$ cat src/rtl/serial_rx_buffer.sv
// serial_rx_buffer: UART RX byte FIFO with registered first-word-fall-through output and a TX
// merge stage. Define XONXOFF_EN to build the XON/XOFF flow-control FSM; otherwise keyboard bytes pass straight to TX.
module serial_rx_buffer #(
  parameter int DEPTH_LOG2 = 6,
  parameter int XOFF_LEVEL = 48,
  parameter int XON_LEVEL  = 16
) (
  input  logic                  i_clk,
  input  logic                  i_rst,
  input  logic [7:0]            i_s_data,
  input  logic                  i_s_valid,
  output logic                  o_s_ready,
  output logic [7:0]            o_m_data,
  output logic                  o_m_valid,
  input  logic                  i_m_ready,
  input  logic [7:0]            i_k_data,
  input  logic                  i_k_valid,
  output logic                  o_k_ready,
  output logic [7:0]            o_tx_data,
  output logic                  o_tx_valid,
  input  logic                  i_tx_ready,
  output logic [DEPTH_LOG2:0]   o_level,
  output logic                  o_overflow
);

  localparam int DEPTH = 1 << DEPTH_LOG2;
  localparam logic [DEPTH_LOG2:0] PTR_ONE = {{DEPTH_LOG2{1'b0}}, 1'b1};
  localparam logic [DEPTH_LOG2:0] PTR_ZERO = {(DEPTH_LOG2+1){1'b0}};

  if (!((XON_LEVEL < XOFF_LEVEL) && (XOFF_LEVEL <= DEPTH))) begin : g_bad_cfg
    $error("serial_rx_buffer: need XON_LEVEL < XOFF_LEVEL <= 2**DEPTH_LOG2");
  end

  logic [7:0]          mem_r [DEPTH];
  logic [DEPTH_LOG2:0] wr_ptr_r;
  logic [DEPTH_LOG2:0] rd_ptr_r;
  logic [DEPTH_LOG2:0] wr_next_s;
  logic [DEPTH_LOG2:0] rd_next_s;
  logic                full_s;
  logic                push_s;
  logic                pop_s;
  logic                drop_s;
  logic                out_avail_s;

  // RX is never stalled outside reset; overflow is detected instead
  assign o_s_ready = ~i_rst;

  // Push/pop decisions and next pointer values
  always_comb begin
    full_s = (wr_ptr_r[DEPTH_LOG2] != rd_ptr_r[DEPTH_LOG2]) &&
             (wr_ptr_r[DEPTH_LOG2-1:0] == rd_ptr_r[DEPTH_LOG2-1:0]);
    pop_s  = o_m_valid && i_m_ready;
    push_s = i_s_valid && (!full_s || pop_s);
    drop_s = i_s_valid && full_s && !pop_s;
    if (push_s) begin
      wr_next_s = wr_ptr_r + PTR_ONE;
    end else begin
      wr_next_s = wr_ptr_r;
    end
    if (pop_s) begin
      rd_next_s = rd_ptr_r + PTR_ONE;
    end else begin
      rd_next_s = rd_ptr_r;
    end
    // A byte written this edge is not yet readable, which gives the one-cycle fall-through latency
    out_avail_s = (wr_ptr_r != rd_next_s);
  end

  // Byte storage; no reset needed since entries are only read once written
  always_ff @(posedge i_clk) begin
    if (push_s && !i_rst) begin
      mem_r[wr_ptr_r[DEPTH_LOG2-1:0]] <= i_s_data;
    end
  end

  // Pointers, occupancy, registered FWFT output and sticky overflow
  always_ff @(posedge i_clk) begin
    if (i_rst) begin
      wr_ptr_r   <= PTR_ZERO;
      rd_ptr_r   <= PTR_ZERO;
      o_level    <= PTR_ZERO;
      o_m_valid  <= 1'b0;
      o_m_data   <= 8'h00;
      o_overflow <= 1'b0;
    end else begin
      wr_ptr_r  <= wr_next_s;
      rd_ptr_r  <= rd_next_s;
      o_level   <= wr_next_s - rd_next_s;
      o_m_valid <= out_avail_s;
      if (out_avail_s) begin
        o_m_data <= mem_r[rd_next_s[DEPTH_LOG2-1:0]];
      end else begin
        o_m_data <= o_m_data;
      end
      if (drop_s) begin
        o_overflow <= 1'b1;
      end else begin
        o_overflow <= o_overflow;
      end
    end
  end

`ifdef XONXOFF_EN
  localparam int LW = DEPTH_LOG2 + 1;
  localparam logic [DEPTH_LOG2:0] XOFF_L = LW'(XOFF_LEVEL);
  localparam logic [DEPTH_LOG2:0] XON_L  = LW'(XON_LEVEL);
  localparam logic [7:0] XOFF_CHAR = 8'h13;
  localparam logic [7:0] XON_CHAR  = 8'h11;

  typedef enum logic [1:0] {
    RUN     = 2'd0,
    REQ_OFF = 2'd1,
    HELD    = 2'd2,
    REQ_ON  = 2'd3
  } fc_state_t;

  fc_state_t  fc_state_r;
  logic       tx_load_s;
  logic       flow_pend_s;
  logic [7:0] flow_byte_s;

  // TX register availability and the flow byte a pending request would load
  always_comb begin
    tx_load_s = !o_tx_valid || i_tx_ready;
    case (fc_state_r)
      REQ_OFF: begin
        flow_pend_s = 1'b1;
        flow_byte_s = XOFF_CHAR;
      end
      REQ_ON: begin
        flow_pend_s = 1'b1;
        flow_byte_s = XON_CHAR;
      end
      default: begin
        flow_pend_s = 1'b0;
        flow_byte_s = 8'h00;
      end
    endcase
    // Flow bytes take priority, so the keyboard is only offered a free slot
    o_k_ready = !i_rst && tx_load_s && !flow_pend_s;
  end

  // Flow-control FSM and the single TX output register
  always_ff @(posedge i_clk) begin
    if (i_rst) begin
      fc_state_r <= RUN;
      o_tx_valid <= 1'b0;
      o_tx_data  <= 8'h00;
    end else begin
      case (fc_state_r)
        RUN: begin
          if (o_level >= XOFF_L) fc_state_r <= REQ_OFF;
          else                   fc_state_r <= RUN;
        end
        REQ_OFF: begin
          if (tx_load_s) fc_state_r <= HELD;
          else           fc_state_r <= REQ_OFF;
        end
        HELD: begin
          if (o_level <= XON_L) fc_state_r <= REQ_ON;
          else                  fc_state_r <= HELD;
        end
        REQ_ON: begin
          if (tx_load_s) fc_state_r <= RUN;
          else           fc_state_r <= REQ_ON;
        end
        default: fc_state_r <= RUN;
      endcase

      if (tx_load_s && flow_pend_s) begin
        o_tx_valid <= 1'b1;
        o_tx_data  <= flow_byte_s;
      end else if (tx_load_s) begin
        o_tx_valid <= i_k_valid;
        if (i_k_valid) o_tx_data <= i_k_data;
        else           o_tx_data <= o_tx_data;
      end else begin
        o_tx_valid <= o_tx_valid;
        o_tx_data  <= o_tx_data;
      end
    end
  end
`else
  // Without flow control the keyboard owns the TX stream directly
  assign o_tx_data  = i_k_data;
  assign o_tx_valid = i_k_valid;
  assign o_k_ready  = i_tx_ready;
`endif

endmodule

$ cat config.mk
export PLATFORM = sky130hd
export DESIGN_NAME = serial_rx_buffer
export DESIGN_NICKNAME = d
export VERILOG_FILES = /design/src/rtl/serial_rx_buffer.sv
export SDC_FILE = /design/constraint.sdc
export NUM_CORES = 1
export LEC_CHECK = 0
export BUFFER_PORTS_ARGS = -buffer_cell sky130_fd_sc_hd__buf_2
export CAP_MARGIN = 20
export CORE_MARGIN = 4
export CORE_UTILIZATION = 67
export DETAILED_ROUTE_END_ITERATION = 16
export PLACE_DENSITY_LB_ADDON = 0.2
export SYNTH_ARGS = -nofsm -noshare
export SYNTH_HDL_FRONTEND = slang
export SYNTH_SLANG_ARGS = --single-unit
$ cat constraint.sdc
create_clock -name i_clk -period 6.5 [get_ports i_clk]
set_input_delay 0.325 -clock i_clk [delete_from_list [all_inputs] [get_ports i_clk]]
set_output_delay 0.325 -clock i_clk [all_outputs]
set_load 0.1 [all_outputs]
==> impl_metrics.env <==
export IMPL_viasPerCell=6.573
export IMPL_relSlewSlack_pct=25.99
export IMPL_die_area_sq_um=36120
export IMPL_hold_viol_final=0
export IMPL_fillCellCount=2028
export IMPL_h_tree_depth=2
export IMPL_yosys_area_share_simple_pct=12.43
export IMPL_portBuffers=29
export IMPL_dr_pass1_iters=5
export IMPL_grt_max_degree=174
export IMPL_cts_buffers=52
export IMPL_io_pins=50
export IMPL_ant_nets=0
export IMPL_synth_seq_cells=543
export IMPL_crit_path_end_kind="register"
export IMPL_synthXorXnorAreaFrac_pct=1.257
export IMPL_num_rows=66
export IMPL_cts_sinks=543
export IMPL_cp_required_ns=6.98
export IMPL_clock_latency_ns=0.58
export IMPL_grt_pass1_vias=13092
export IMPL_die_width_microns=190.1
export IMPL_synthAdderAreaFrac_pct=0.5409
export IMPL_crit_arrival_ns=4.43
export IMPL_coreArea_sq_um=32620
export IMPL_yosysWarningCount=0
export IMPL_synth_mux_area_share_pct=2.350
export IMPL_status="completed"
export IMPL_drc=0
export IMPL_synth_top_cell_by_area="edfxtp_1"
export IMPL_vias=13725
export IMPL_layout_common_cells="edfxtp_1, nand2_1, nor2_1, nand3_1, clkbuf_16"
export IMPL_synth_nets=1649
export IMPL_synth_top_cell_area_share_pct=69.24
export IMPL_nets=1633
export IMPL_avgSynthCellArea_sq_um=13.72
export IMPL_cts_setup_buffers=0
export IMPL_antenna_found_initial=0
export IMPL_synth_top_family_by_area="simple AND/OR/NAND/NOR gates"
export IMPL_finalCritPeriodShare_pct=60.89
export IMPL_wl_per_cell_microns=25.38
export IMPL_synth_compound_area_share_pct=8.334
export IMPL_synthCells=1618
export IMPL_path_class="reg2reg"
export IMPL_synth_edf_count=512
export IMPL_power_density_nw_per_um2=314.1
export IMPL_r2r_slack_ns=2.54
export IMPL_drv_slew=0
export IMPL_skew_ns=0.02082
export IMPL_period_needed_ns=3.958
export IMPL_hold_buffers=0
export IMPL_clkSlewWorstSetupHoldPaths_ns=0.06
export IMPL_ys_async_sr_fraction_pct=0
export IMPL_cts_tree="built"
export IMPL_ys_flop_type="edfxtp_1"
export IMPL_cp_start_kind="register"
export IMPL_cts_root_buf="clkbuf_16"
export IMPL_synth_area_top_cells="edfxtp_1, nand2_1, dfxtp_1, a311oi_1, nand3_1"
export IMPL_setup_viol=0
export IMPL_yosysSeqAreaShare_pct=72.03
export IMPL_grt_usage_pct=29.36
export IMPL_fin_tns_setup_ns=0
export IMPL_clk_path_buf_depth=3
export IMPL_drive_above_1_share_pct=9.417
export IMPL_maxCapViolCount=0
export IMPL_cts_resized=0
export IMPL_leakage_nw=8.113
export IMPL_grt_pass1_wl_mm=80.38
export IMPL_fmax_mhz=252.6
export IMPL_routed_wirelength_mm=52.99
export IMPL_hpwl_mm=30.22
export IMPL_die_h_microns=190.1
export IMPL_path_max_fanout=102
export IMPL_place_congestion=0.8645
export IMPL_grt_ovfl_total=0
export IMPL_syn_area_sq_um=22210
export IMPL_p_total_mw=7.587
export IMPL_final_util_pct=74.04
export IMPL_drt_initial_drc_count=1847
export IMPL_hp_class="in2reg"
export IMPL_rsz0062_at_grt="no"
export IMPL_diodes=0
export IMPL_synth_cell_types=66
export IMPL_start_util_pct=68.07
export IMPL_worst_pin_slew_ns=1.110
export IMPL_final_common_cell="edfxtp_1"
export IMPL_ir_worst_vdd_v=0.0003308
export IMPL_synthToLayoutAreaGrowth_pct=8.768
[synth_stat cells, types with 11 or more instances]
cell type / n
a211oi_1: 48
a21oi_1: 11
a311oi_1: 48
a31oi_1: 44
a32oi_1: 32
and3_1: 49
buf_2: 44
buf_4: 23
clkbuf_1: 40
dfxtp_1: 31
edfxtp_1: 512
mux2i_1: 33
nand2_1: 325
nand3_1: 75
nand4_1: 13
nor2_1: 94
nor3_1: 11
o21ai_0: 34
xnor2_1: 13
xor2_1: 12
[critical path: stages, from the launching register on]
cell and delay [ns]:
dfxtp_1 0.65, and3b_4 0.34, nor2_8 0.12, inv_6 0.61, buf_4 0.60, nand2_1 0.15, a32oi_1 0.39, a31oi_1 0.21
a2111o_1 0.44, a31oi_1 0.23
[final timing paths]
path | startpoint | endpoint | depth (start not counted)
setup reg to reg | o_m_valid | o_m_data[5] | 9
hold / removal | i_s_valid | o_overflow | 3
setup / recovery | o_m_valid | o_m_data[5] | 9
hold reg to reg | o_overflow | o_overflow | 2
[layout make-up]
cell class	instances	area, sq um	share of cell area (%)
clock buffer	62	1360	5.631
inverter	12	50.05	0.2072
clock inverter	36	297.8	1.233
multi-input combinational	943	5580	23.11
timing repair buffer	50	315.3	1.305
tap	442	553.0	2.290
sequential	543	16000	66.23
[flip-flops by register name, indices dropped and copies added, names as in the netlist]
signal,count
mem_r,512
o_level,7
o_m_data,8
o_m_valid,1
o_overflow,1
rd_ptr_r,7
wr_ptr_r,7
[metal layers]
| metal | GRT usage, % | part of all wire (%) | vias to the layer above |
|---|---|---|---|
| met3 | 4.165 | 9.7 | 120 |
| met1 | 44.09 | 39 | 6677 |
| met2 | 45.19 | 47 | 839 |
| li1 | - | - | 6089 |
| met4 | 10.27 | 3.6 | 0 |
| met5 | 0 | 0 | - |
[report_power, final]
| part | total, mW | internal (mW) | switching [mW] |
|---|---|---|---|
| logic | 0.764 | 0.191 | 0.573 |
| registers | 3.88 | 3.85 | 0.0313 |
| clock network | 2.94 | 1.69 | 1.25 |
[metrics by stage]
stage | setup slack, ns | hold WS, ns | instance area, sq um | std cells
final | 2.542 | 0.06087 | 24150 | 2088
after CTS | 2.601 | 0.03548 | 24150 | 2088
after global placement | 2.807 | 0.4817 | 22490 | 1989
after global routing | 2.363 | 0.1031 | 24150 | 2088
after detailed placement | 2.714 | 0.4814 | 22490 | 1990
after floorplan | 2.644 | 0.4239 | 22210 | 1618
[logic make-up after synthesis]
| kind of cell | Yosys count |
|---|---|
| simple gates | 615 |
| flops | 543 |
| compound gates | 249 |
| buf+inv | 132 |
| mux | 42 |
| xor+xnor | 28 |
| fa+ha+maj | 9 |
No activity file was read; power rests on OpenSTA's default activity.
